### config.mk
export PLATFORM = sky130hd
export DESIGN_NAME = uart_rx_fifo_flat
export DESIGN_NICKNAME = d
export VERILOG_FILES = /design/src/rtl/uart_rx_fifo_if.sv /design/src/rtl/uart_rx_fifo.sv /design/src/flat_wrapper.sv
export SDC_FILE = /design/constraint.sdc
export NUM_CORES = 1
export LEC_CHECK = 0
export BUFFER_PORTS_ARGS = -buffer_cell sky130_fd_sc_hd__buf_2
export CAP_MARGIN = 20
export CELL_PAD_IN_SITES_DETAIL_PLACEMENT = 1
export CELL_PAD_IN_SITES_GLOBAL_PLACEMENT = 1
export CORE_MARGIN = 2
export CORE_UTILIZATION = 55
export DETAILED_ROUTE_END_ITERATION = 10
export GPL_ROUTABILITY_DRIVEN = 0
export PLACE_DENSITY_LB_ADDON = 0.1
export RECOVER_POWER = 25
export SYNTH_ARGS = -nofsm -noshare
export SYNTH_HDL_FRONTEND = slang
export SYNTH_SLANG_ARGS = --single-unit
### constraint.sdc
create_clock -name clk -period 6.2 [get_ports clk]
set_clock_uncertainty 0.2 [all_clocks]
set_input_delay 0 -clock clk [delete_from_list [all_inputs] [get_ports clk]]
set_output_delay 0 -clock clk [all_outputs]
set_load 0.02 [all_outputs]
### src/rtl/uart_rx_fifo_if.sv
// Bus-side signal bundle for uart_rx_fifo: serial input, FIFO read port, status and error flags.
// The slave modport is the receiver; the master modport is whatever drives rx and reads the FIFO.
interface uart_rx_fifo_if #(
    parameter int unsigned DATA_BITS       = 8,
    parameter int unsigned FIFO_DEPTH_BITS = 4
);
    logic                     rx;
    logic [DATA_BITS-1:0]     data;
    logic                     rd;
    logic [FIFO_DEPTH_BITS:0] count;
    logic                     empty;
    logic                     full;
    logic                     parity_error;
    logic                     framing_error;
    logic                     overflow;
    logic                     error_clear;
    logic                     interrupt;

    modport slave (
        input  rx, rd, error_clear,
        output data, count, empty, full, parity_error, framing_error, overflow, interrupt
    );

    modport master (
        output rx, rd, error_clear,
        input  data, count, empty, full, parity_error, framing_error, overflow, interrupt
    );
endinterface

### src/rtl/uart_rx_fifo.sv
// UART receiver with configurable frame format, start-bit glitch rejection, sticky error flags
// and a show-ahead RX FIFO with a level interrupt.
`ifndef UART_CLOCK_DIV
`define UART_CLOCK_DIV 16
`endif
`ifndef UART_CLOCK_COUNTER_BITS
`define UART_CLOCK_COUNTER_BITS 4
`endif

module uart_rx_fifo #(
    parameter int unsigned CLOCK_DIV          = `UART_CLOCK_DIV,
    parameter int unsigned CLOCK_COUNTER_BITS = `UART_CLOCK_COUNTER_BITS,
    parameter int unsigned DATA_BITS          = 8,
    parameter int unsigned PARITY             = 0,
    parameter int unsigned STOP_BITS          = 1,
    parameter int unsigned FIFO_DEPTH_BITS    = 4,
    parameter int unsigned IRQ_LEVEL          = 1
) (
    input logic           clk,
    input logic           reset,
    uart_rx_fifo_if.slave bus
);
    localparam int unsigned DEPTH = 2 ** FIFO_DEPTH_BITS;
    localparam int unsigned CW    = CLOCK_COUNTER_BITS;
    localparam int unsigned NW    = FIFO_DEPTH_BITS + 1;

    localparam logic [CW-1:0] HalfLast = CW'(CLOCK_DIV / 2 - 1);
    localparam logic [CW-1:0] BitLast  = CW'(CLOCK_DIV - 1);
    localparam logic [3:0]    DataLast = 4'(DATA_BITS - 1);
    localparam logic [3:0]    StopLast = 4'(STOP_BITS - 1);
    localparam logic [NW-1:0] DepthVal = NW'(DEPTH);
    localparam logic [NW-1:0] IrqVal   = NW'(IRQ_LEVEL);

    typedef enum logic [2:0] {
        StWaitIdle,
        StIdle,
        StStart,
        StData,
        StParity,
        StStop
    } state_e;

    state_e                    state_q, state_d;
    logic                      rx_meta_q, rx_s_q;
    logic [CW-1:0]             baud_q, baud_d;
    logic [3:0]                bit_q, bit_d;
    logic [DATA_BITS-1:0]      shift_q, shift_d;
    logic                      par_bad_q, par_bad_d;
    logic                      par_exp;
    logic                      push, frame_err_set;

    logic [DATA_BITS-1:0]      mem_q [DEPTH];
    logic [FIFO_DEPTH_BITS-1:0] wr_ptr_q, rd_ptr_q;
    logic [NW-1:0]             count_q, count_d;
    logic                      empty, full, pop, write, ov_set, pe_set;
    logic                      pe_q, fe_q, ov_q;

    // Synchroniser resets low so a reset while rx is low cannot fake an idle line.
    always_ff @(posedge clk or posedge reset) begin
        if (reset) begin
            rx_meta_q <= 1'b0;
            rx_s_q    <= 1'b0;
        end else begin
            rx_meta_q <= bus.rx;
            rx_s_q    <= rx_meta_q;
        end
    end

    assign par_exp = (PARITY == 1) ? ~(^shift_q) : (^shift_q);

    always_comb begin
        state_d       = state_q;
        baud_d        = baud_q + 1'b1;
        bit_d         = bit_q;
        shift_d       = shift_q;
        par_bad_d     = par_bad_q;
        push          = 1'b0;
        frame_err_set = 1'b0;
        unique case (state_q)
            StWaitIdle: begin
                baud_d = '0;
                if (rx_s_q) state_d = StIdle;
            end
            StIdle: begin
                baud_d    = '0;
                bit_d     = '0;
                par_bad_d = 1'b0;
                if (!rx_s_q) state_d = StStart;
            end
            StStart: begin
                if (baud_q == HalfLast) begin
                    baud_d  = '0;
                    state_d = rx_s_q ? StIdle : StData;
                end
            end
            StData: begin
                if (baud_q == BitLast) begin
                    baud_d  = '0;
                    shift_d = {rx_s_q, shift_q[DATA_BITS-1:1]};
                    if (bit_q == DataLast) begin
                        bit_d   = '0;
                        state_d = (PARITY != 0) ? StParity : StStop;
                    end else begin
                        bit_d = bit_q + 1'b1;
                    end
                end
            end
            StParity: begin
                if (baud_q == BitLast) begin
                    baud_d    = '0;
                    par_bad_d = (rx_s_q != par_exp);
                    state_d   = StStop;
                end
            end
            StStop: begin
                if (baud_q == BitLast) begin
                    baud_d = '0;
                    if (!rx_s_q) begin
                        frame_err_set = 1'b1;
                        state_d       = StWaitIdle;
                    end else if (bit_q == StopLast) begin
                        push    = 1'b1;
                        state_d = StIdle;
                    end else begin
                        bit_d = bit_q + 1'b1;
                    end
                end
            end
            default: state_d = StWaitIdle;
        endcase
    end

    always_ff @(posedge clk or posedge reset) begin
        if (reset) begin
            state_q   <= StWaitIdle;
            baud_q    <= '0;
            bit_q     <= '0;
            shift_q   <= '0;
            par_bad_q <= 1'b0;
        end else begin
            state_q   <= state_d;
            baud_q    <= baud_d;
            bit_q     <= bit_d;
            shift_q   <= shift_d;
            par_bad_q <= par_bad_d;
        end
    end

    assign empty  = (count_q == '0);
    assign full   = (count_q == DepthVal);
    assign pop    = bus.rd & ~empty;
    // A pop in the same cycle frees the slot, so a push into a full FIFO is only lost without rd.
    assign ov_set = push & full & ~pop;
    assign write  = push & ~ov_set;
    assign pe_set = push & par_bad_q;

    always_comb begin
        count_d = count_q;
        if (write && !pop) count_d = count_q + 1'b1;
        else if (pop && !write) count_d = count_q - 1'b1;
    end

    always_ff @(posedge clk) begin
        if (write) mem_q[wr_ptr_q] <= shift_q;
    end

    always_ff @(posedge clk or posedge reset) begin
        if (reset) begin
            wr_ptr_q <= '0;
            rd_ptr_q <= '0;
            count_q  <= '0;
            pe_q     <= 1'b0;
            fe_q     <= 1'b0;
            ov_q     <= 1'b0;
        end else begin
            if (write) wr_ptr_q <= wr_ptr_q + 1'b1;
            if (pop) rd_ptr_q <= rd_ptr_q + 1'b1;
            count_q <= count_d;
            pe_q    <= pe_set | (pe_q & ~bus.error_clear);
            fe_q    <= frame_err_set | (fe_q & ~bus.error_clear);
            ov_q    <= ov_set | (ov_q & ~bus.error_clear);
        end
    end

    assign bus.data          = empty ? '0 : mem_q[rd_ptr_q];
    assign bus.count         = count_q;
    assign bus.empty         = empty;
    assign bus.full          = full;
    assign bus.parity_error  = pe_q;
    assign bus.framing_error = fe_q;
    assign bus.overflow      = ov_q;
    assign bus.interrupt     = (count_q >= IrqVal) | pe_q | fe_q | ov_q;
endmodule

### src/flat_wrapper.sv
// flat-port wrapper written by rule: the top's interface ports become plain ports
module uart_rx_fifo_flat 
#(
    parameter int unsigned CLOCK_DIV          = `UART_CLOCK_DIV,
    parameter int unsigned CLOCK_COUNTER_BITS = `UART_CLOCK_COUNTER_BITS,
    parameter int unsigned DATA_BITS          = 8,
    parameter int unsigned PARITY             = 0,
    parameter int unsigned STOP_BITS          = 1,
    parameter int unsigned FIFO_DEPTH_BITS    = 4,
    parameter int unsigned IRQ_LEVEL          = 1
)
  (clk, reset, bus_rx, bus_rd, bus_error_clear, bus_data, bus_count, bus_empty, bus_full, bus_parity_error, bus_framing_error, bus_overflow, bus_interrupt);
  uart_rx_fifo_if #(.DATA_BITS(DATA_BITS), .FIFO_DEPTH_BITS(FIFO_DEPTH_BITS)) bus_i ();
  input logic clk;
  input logic reset;
  input wire logic [$bits(bus_i.rx)-1:0] bus_rx;
  input wire logic [$bits(bus_i.rd)-1:0] bus_rd;
  input wire logic [$bits(bus_i.error_clear)-1:0] bus_error_clear;
  output wire logic [$bits(bus_i.data)-1:0] bus_data;
  output wire logic [$bits(bus_i.count)-1:0] bus_count;
  output wire logic [$bits(bus_i.empty)-1:0] bus_empty;
  output wire logic [$bits(bus_i.full)-1:0] bus_full;
  output wire logic [$bits(bus_i.parity_error)-1:0] bus_parity_error;
  output wire logic [$bits(bus_i.framing_error)-1:0] bus_framing_error;
  output wire logic [$bits(bus_i.overflow)-1:0] bus_overflow;
  output wire logic [$bits(bus_i.interrupt)-1:0] bus_interrupt;
  assign bus_i.rx = bus_rx;
  assign bus_i.rd = bus_rd;
  assign bus_i.error_clear = bus_error_clear;
  assign bus_data = bus_i.data;
  assign bus_count = bus_i.count;
  assign bus_empty = bus_i.empty;
  assign bus_full = bus_i.full;
  assign bus_parity_error = bus_i.parity_error;
  assign bus_framing_error = bus_i.framing_error;
  assign bus_overflow = bus_i.overflow;
  assign bus_interrupt = bus_i.interrupt;
  uart_rx_fifo #(.CLOCK_DIV(CLOCK_DIV), .CLOCK_COUNTER_BITS(CLOCK_COUNTER_BITS), .DATA_BITS(DATA_BITS), .PARITY(PARITY), .STOP_BITS(STOP_BITS), .FIFO_DEPTH_BITS(FIFO_DEPTH_BITS), .IRQ_LEVEL(IRQ_LEVEL)) u_core (.clk(clk), .reset(reset), .bus(bus_i));
endmodule
After elaboration in Yosys (flattened, before gate mapping)
Memory sizes are Yosys's and may differ from the RTL's.
Cells that the tools add are included.
{"block": "totals", "elab_cells": 110, "ramBits": 128, "out_inout_bits": 19, "inputBits": 5, "memories": 1, "regBits": 38}
{"name": "u_core.mem_q", "depth": 16, "width": 8, "read_ports": 1, "rd_ports_with_merged_regs": 0, "wr": 1, "line_no": "uart_rx_fifo.sv:52", "source": "logic [DATA_BITS-1:0] mem_q [DEPTH];"}
{"block": "classes", "magnitude_cmp": 1, "mux": 34, "addsub": 6, "reduce_logical": 17, "n_eq_ne": 20, "bitwise_logic": 18}
{"operator": "4-bit two-way mux", "count": 7}
{"operator": "3-bit two-way mux", "count": 9}
{"operator": "4-bit one-hot mux with 3 select lines", "count": 2}
{"operator": "3-bit one-hot mux with 6 select lines", "count": 1}
{"operator": "4-bit by 1-bit adder with 4-bit output, second input constant", "count": 4}
{"operator": "2-bit by 1-bit != test with 1-bit output, second input constant", "count": 7}
{"operator": "1-bit two-way mux", "count": 10}
{"operator": "5-bit two-way mux", "count": 2}
{"operator": "1-bit AND", "count": 8}
{"operator": "4-bit by 3-bit equality test with 1-bit output, second input constant", "count": 2}
{"operator": "8-bit two-way mux", "count": 1}
{"operator": "8-bit AND reduction", "count": 1}
{"operator": "8-bit parity", "count": 1}
{"operator": "3-bit by 2-bit equality test with 1-bit output, second input constant", "count": 2}
{"operator": "3-bit equality test, second input constant", "count": 2}
{"operator": "1-bit OR", "count": 6}
{"operator": "5-bit by 1-bit adder with 5-bit output, second input constant", "count": 1}
{"operator": "5-bit equality test, second input constant", "count": 1}
{"operator": "5-bit by 1-bit >= comparator with 1-bit output, second input constant", "count": 1}
{"operator": "5-bit zero test", "count": 1}
{"operator": "5-bit AND reduction", "count": 1}
{"operator": "5-bit by 1-bit subtractor with 5-bit output, second input constant", "count": 1}
{"operator": "4-bit equality test, second input constant", "count": 1}
{"operator": "4-bit zero test", "count": 1}
{"operator": "other kinds (15)", "count": 23}

Logic depth before layout (Yosys ltp)
{"block": "depth", "word_depth": 13, "mapped_depth": 10, "depth_no_buf": 10}

Worst setup path before layout
Ideal clock, no wire load.
{"block": "synth_path", "path_type": "reg2reg", "start": "reg u_core.count_q[0] (netlist: u_core.bus.count[0])", "end": "reg u_core.count_q[2] (netlist: u_core.bus.count[2])", "arrival_ns": 2.525, "setup_slack_ns": 3.339, "setup_time_ns": 0.136, "n_path_buf": 0, "t_required_ns": 5.864, "period_less_slack_ns": 2.861, "stages_incl_launch_ff": 10, "cell_sequence": "dfrtp_1 -> inv_1 -> ha_1 -> nor4b_2 -> nor2b_1 -> inv_2 -> ha_1 -> mux2i_1 -> nor2_1 -> xor2_1"}
{"block": "synth_via", "elab_chain_len": 10, "elab_cells_between_ends": 18, "cone_classes": "add/sub (2); eq/ne (1); mux (2); bitwise (7); reduce/logical (6)"}
{"element": "start: declaration", "line_no": "uart_rx_fifo.sv:54", "source": "logic [NW-1:0] count_q, count_d;"}
{"element": "start signal: assignment", "line_no": "uart_rx_fifo.sv:178", "source": "count_q <= count_d;"}
{"element": "5-bit zero test (*)", "line_no": "uart_rx_fifo.sv:149", "source": "assign empty = (count_q == '0);"}
{"element": "net bus_empty", "line_no": "flat_wrapper.sv:21", "source": "output wire logic [$bits(bus_i.empty)-1:0] bus_empty;"}
{"element": "1-bit inverter (*)", "line_no": "uart_rx_fifo.sv:151", "source": "assign pop = bus.rd & ~empty;"}
{"element": "1-bit AND (*)", "line_no": "uart_rx_fifo.sv:151"}
{"element": "1-bit inverter", "line_no": "uart_rx_fifo.sv:153", "source": "assign ov_set = push & full & ~pop;"}
{"element": "1-bit AND", "line_no": "uart_rx_fifo.sv:153"}
{"element": "1-bit inverter", "line_no": "uart_rx_fifo.sv:154", "source": "assign write = push & ~ov_set;"}
{"element": "1-bit AND", "line_no": "uart_rx_fifo.sv:154"}
{"element": "1-bit zero test", "line_no": "uart_rx_fifo.sv:160", "source": "else if (pop && !write) count_d = count_q - 1'b1;"}
{"element": "1-bit logical AND", "line_no": "uart_rx_fifo.sv:160"}
{"element": "2-bit nonzero test (no line)"}
The timed path passes the listed nets; every way through them passes the cells marked *. The select of a mux whose other input is x is not followed.
A chain may end at the register's enable or synchronous reset.

Final worst setup path
{"block": "layout_path", "start": "reg u_core.bit_q[1]", "end": "mem u_core.mem_q[12][1], enable pin"}
{"block": "layout_via", "elab_chain_len": 11}
{"element": "start: declaration", "line_no": "uart_rx_fifo.sv:46", "source": "logic [3:0] bit_q, bit_d;"}
{"element": "start signal: assignment", "line_no": "uart_rx_fifo.sv:143", "source": "bit_q <= bit_d;"}
{"element": "4-bit zero test (*)", "line_no": "uart_rx_fifo.sv:121", "source": "end else if (bit_q == StopLast) begin"}
{"element": "1-bit two-way mux (*)", "line_no": "uart_rx_fifo.sv:121"}
{"element": "1-bit two-way mux (*)", "line_no": "uart_rx_fifo.sv:118", "source": "if (!rx_s_q) begin"}
{"element": "1-bit two-way mux (*)", "line_no": "uart_rx_fifo.sv:116", "source": "if (baud_q == BitLast) begin"}
{"element": "1-bit two-way mux (*)", "line_no": "uart_rx_fifo.sv:79", "source": "unique case (state_q)"}
{"element": "1-bit AND (2 in a row)", "line_no": "uart_rx_fifo.sv:153"}
{"element": "1-bit inverter", "line_no": "uart_rx_fifo.sv:154"}
{"element": "1-bit AND (*)", "line_no": "uart_rx_fifo.sv:154"}
{"element": "net u_core.write", "line_no": "uart_rx_fifo.sv:55", "source": "logic empty, full, pop, write, ov_set, pe_set;"}
{"element": "1-bit two-way mux (*)", "line_no": "uart_rx_fifo.sv:164", "source": "if (write) mem_q[wr_ptr_q] <= shift_q;"}
{"element": "1-bit two-way mux (implied by the code) (*)", "line_no": "uart_rx_fifo.sv:164"}
{"element": "end: declaration", "line_no": "uart_rx_fifo.sv:52"}
The timed path passes the listed nets; every way through them passes the cells marked *.

==> results.json <==
{
  "synth.distinct_cells": 47,
  "reg2reg_slack_ns": 2.99,
  "clock-root-buffer": "clkbuf_16",
  "maxCapViolations": 1,
  "hold_viol_final": 0,
  "synth_nets": 423,
  "wire_per_inst_um": 22.1,
  "dieArea_um2": 13700,
  "setup_viol": 0,
  "crit_top_cell": "inv_1",
  "min_path_cells": 2,
  "track_usage": 0.222,
  "rsz0062_at_grt": "no",
  "grt_pass1_wl_um": 21300,
  "violations": "max-capacitance violations, max-slew violations",
  "die_w_um": 117,
  "finalCriticalPeriod_ns": 3.21,
  "ys_seq_area_frac": 0.684,
  "leakagePower_nw": 2.68,
  "design_power_total_mw": 2.91,
  "yosys_warnings": 0,
  "worst_pin_slew_ns": 2.04,
  "status": "complete, but fails checks",
  "cts_buffer_depth": 2,
  "core_area_um2": 12500,
  "cts_tree": "yes",
  "portBuffers": 23,
  "cts.sinks": 166,
  "crit_fanout": 8,
  "cp-end-kind": "register",
  "post-route-period-util": 0.518,
  "grt_start_max_net_pins": 39,
  "setup_tns_ns": 0,
  "h-tree-depth": 4,
  "syn_avg_cell_area_um2": 17.3,
  "synth_cells": 405,
  "powerDensity_nw_per_um2": 370,
  "relSlewSlack": -0.362,
  "pre_cts_ws_ns": 3.07,
  "dr_total_vias": 3597,
  "synthFlopType": "edfxtp_1",
  "yosys_register_bits": 166,
  "antenna_found_initial": 0,
  "drt_iter0_markers": 257,
  "fin_ws_ns": 2.99,
  "die_height_um": 117,
  "hpwl_um": 9410,
  "hp-class": "primary input to register",
  "clk_pin_slew_ns": 0.06,
  "crit_chain": "inv_1 > ha_1 > nor3b_1 > and4_1 > nand2_1 > inv_1 > nand3_1 > nor2_1",
  "viasPerCell": 5.76,
  "area_growth_pct": 12.2,
  "ir_worst_vdd_mv": 0.237,
  "grt_pass1_vias": 3725,
  "drc": 0,
  "drt_pass1_iterations": 4,
  "finalMaxSlewViolations": 39,
  "fillers": 1145,
  "rows": 41,
  "start_util": 0.560,
  "drive_gt1_frac": 0.232,
  "ff2ff_path_depth": 8,
  "wirelength_um": 13800,
  "cts-resized-gates": 0,
  "cp_slowest_cell": "nor2_1",
  "detail-route-antenna-nets": 0,
  "clock.fmax_ghz": 0.312,
  "worstSetupStartpointType": "register",
  "cts_buffers": 17,
  "required_ns": 6.05,
  "synth_edf_count": 128,
  "clk_latency_ns": 0.43,
  "critPathArrivalTime_ns": 3.06,
  "num_antenna_cells": 0,
  "overflow": 0,
  "ios": 24,
  "timing_worst_setup_path_type": "register to register",
  "async_flop_share": 0.229,
  "syn-cell-area_um2": 7010,
  "layout.nets": 458,
  "critPathMaxStageDelay_ns": 0.61
}
==> kinds of logic after synthesis <==
family,Yosys count,synth area share
buf+inv,34,0.0221
simple gates,92,0.0758
xor+xnor,22,0.0275
fa+ha+maj,13,0.0232
compound gates,29,0.0248
flops,166,0.684
mux,49,0.143
==> final timing paths <==
check                                            start                        endpoint
max                        u_core.bit_q[1]$_DFFE_PP0P_   u_core.mem_q[12][1]$_DFFE_PP_
min                                             bus_rx      u_core.rx_meta_q$_DFF_PP0_
max reg2reg                u_core.bit_q[1]$_DFFE_PP0P_   u_core.mem_q[12][1]$_DFFE_PP_
min reg2reg                 u_core.rx_meta_q$_DFF_PP0_         u_core.rx_s_q$_DFF_PP0_
max in group asynchronous                        reset  u_core.rd_ptr_q[0]$_DFFE_PP0P_
min in group asynchronous                        reset  u_core.rd_ptr_q[3]$_DFFE_PP0P_
==> worst max-delay path, delay by kind of cell (launching register included) <==
kind	cells	cell delay, ns
adders and majority gates	1	0.15
buffers and inverters	2	0.31
DFF	1	0.41
and+or+nand+nor	5	1.76
==> flip-flops by register name, summed over array words and instances (netlist names), 3 cells and up <==
| signal | cells |
|---|---|
| u_core.state_q | 3 |
| u_core.shift_q | 8 |
| u_core.wr_ptr_q | 4 |
| u_core.mem_q | 128 |
| u_core.rd_ptr_q | 4 |
| u_core.bus.count | 5 |
| u_core.bit_q | 4 |
| u_core.baud_q | 4 |
==> per-stage QoR <==
step / hold WS, ns / std cells / area [µm²] / utilization
finish: 0.0148 / 624 / 7870 / 0.629
global route: 0.00106 / 624 / 7870 / 0.629
CTS: 0.000802 / 624 / 7880 / 0.629
detailed placement: -0.0893 / 589 / 7300 / 0.583
global placement: -0.0907 / 589 / 7300 / 0.583
floorplan: -0.169 / 405 / 7010 / -
==> synth_stat cells, types with 7 or more instances <==
cell | n | share of area
mux4_2 | 40 | 0.13
xnor2_1 | 16 | 0.020
inv_1 | 15 | 0.0080
o21ai_0 | 10 | 0.0071
clkbuf_1 | 10 | 0.0054
nand3_1 | 7 | 0.0050
nor2b_1 | 12 | 0.011
nand2_1 | 18 | 0.0096
and2_1 | 10 | 0.0089
dfrtp_1 | 38 | 0.14
edfxtp_1 | 128 | 0.55
nor2_1 | 10 | 0.0054
mux2_2 | 8 | 0.013
ha_1 | 13 | 0.023
==> layout by cell type, fill, tap and decap left out, drive strengths merged, types with 4 or more instances in the layout <==
master         n
xor2           6
clkinvlp       4
buf           26
xnor2         16
o21ai         11
dlygate4sd3    4
edfxtp       128
ha            13
nand2         18
nor3b          5
clkbuf        22
nor2b         12
mux2           8
nor2          10
clkinv         6
and2          10
dfrtp         38
nor4           5
a21oi          6
inv           18
nand3          7
nand4          5
mux4          40
==> metal layers <==
layer,global-route usage,part of all wire
met5,0,0
met4,0.0863,0.018
met3,0.0597,0.042
met2,0.342,0.49
met1,0.308,0.45
==> cell type report <==
cell class / count / area, µm² / share of cell area
well taps: 172 / 215 / 0.0273
flip-flops and latches: 166 / 4800 / 0.609
clock inverters: 13 / 108 / 0.0137
repair buffers: 34 / 200 / 0.0254
inverters: 16 / 60.1 / 0.00763
clock buffers: 18 / 429 / 0.0545
multi-input cells: 205 / 2060 / 0.262
==> report_power, final <==
group / total (mW) / internal, mW / leakage [nW] / switching (mW)
clock: 0.954 / 0.545 / 0.251 / 0.408
combinational: 0.607 / 0.277 / 0.815 / 0.330
sequential: 1.35 / 1.24 / 1.61 / 0.109
total: 2.91 / 2.06 / 2.68 / 0.848
==> repair_timing <==
item | 4_1_cts | 5_1_grt
endpoints found under the hold margin | 46 | 0
hold buffers | 4 | 0
setup buffers | 0 | 0
No activity file was read; power rests on OpenSTA's default activity.
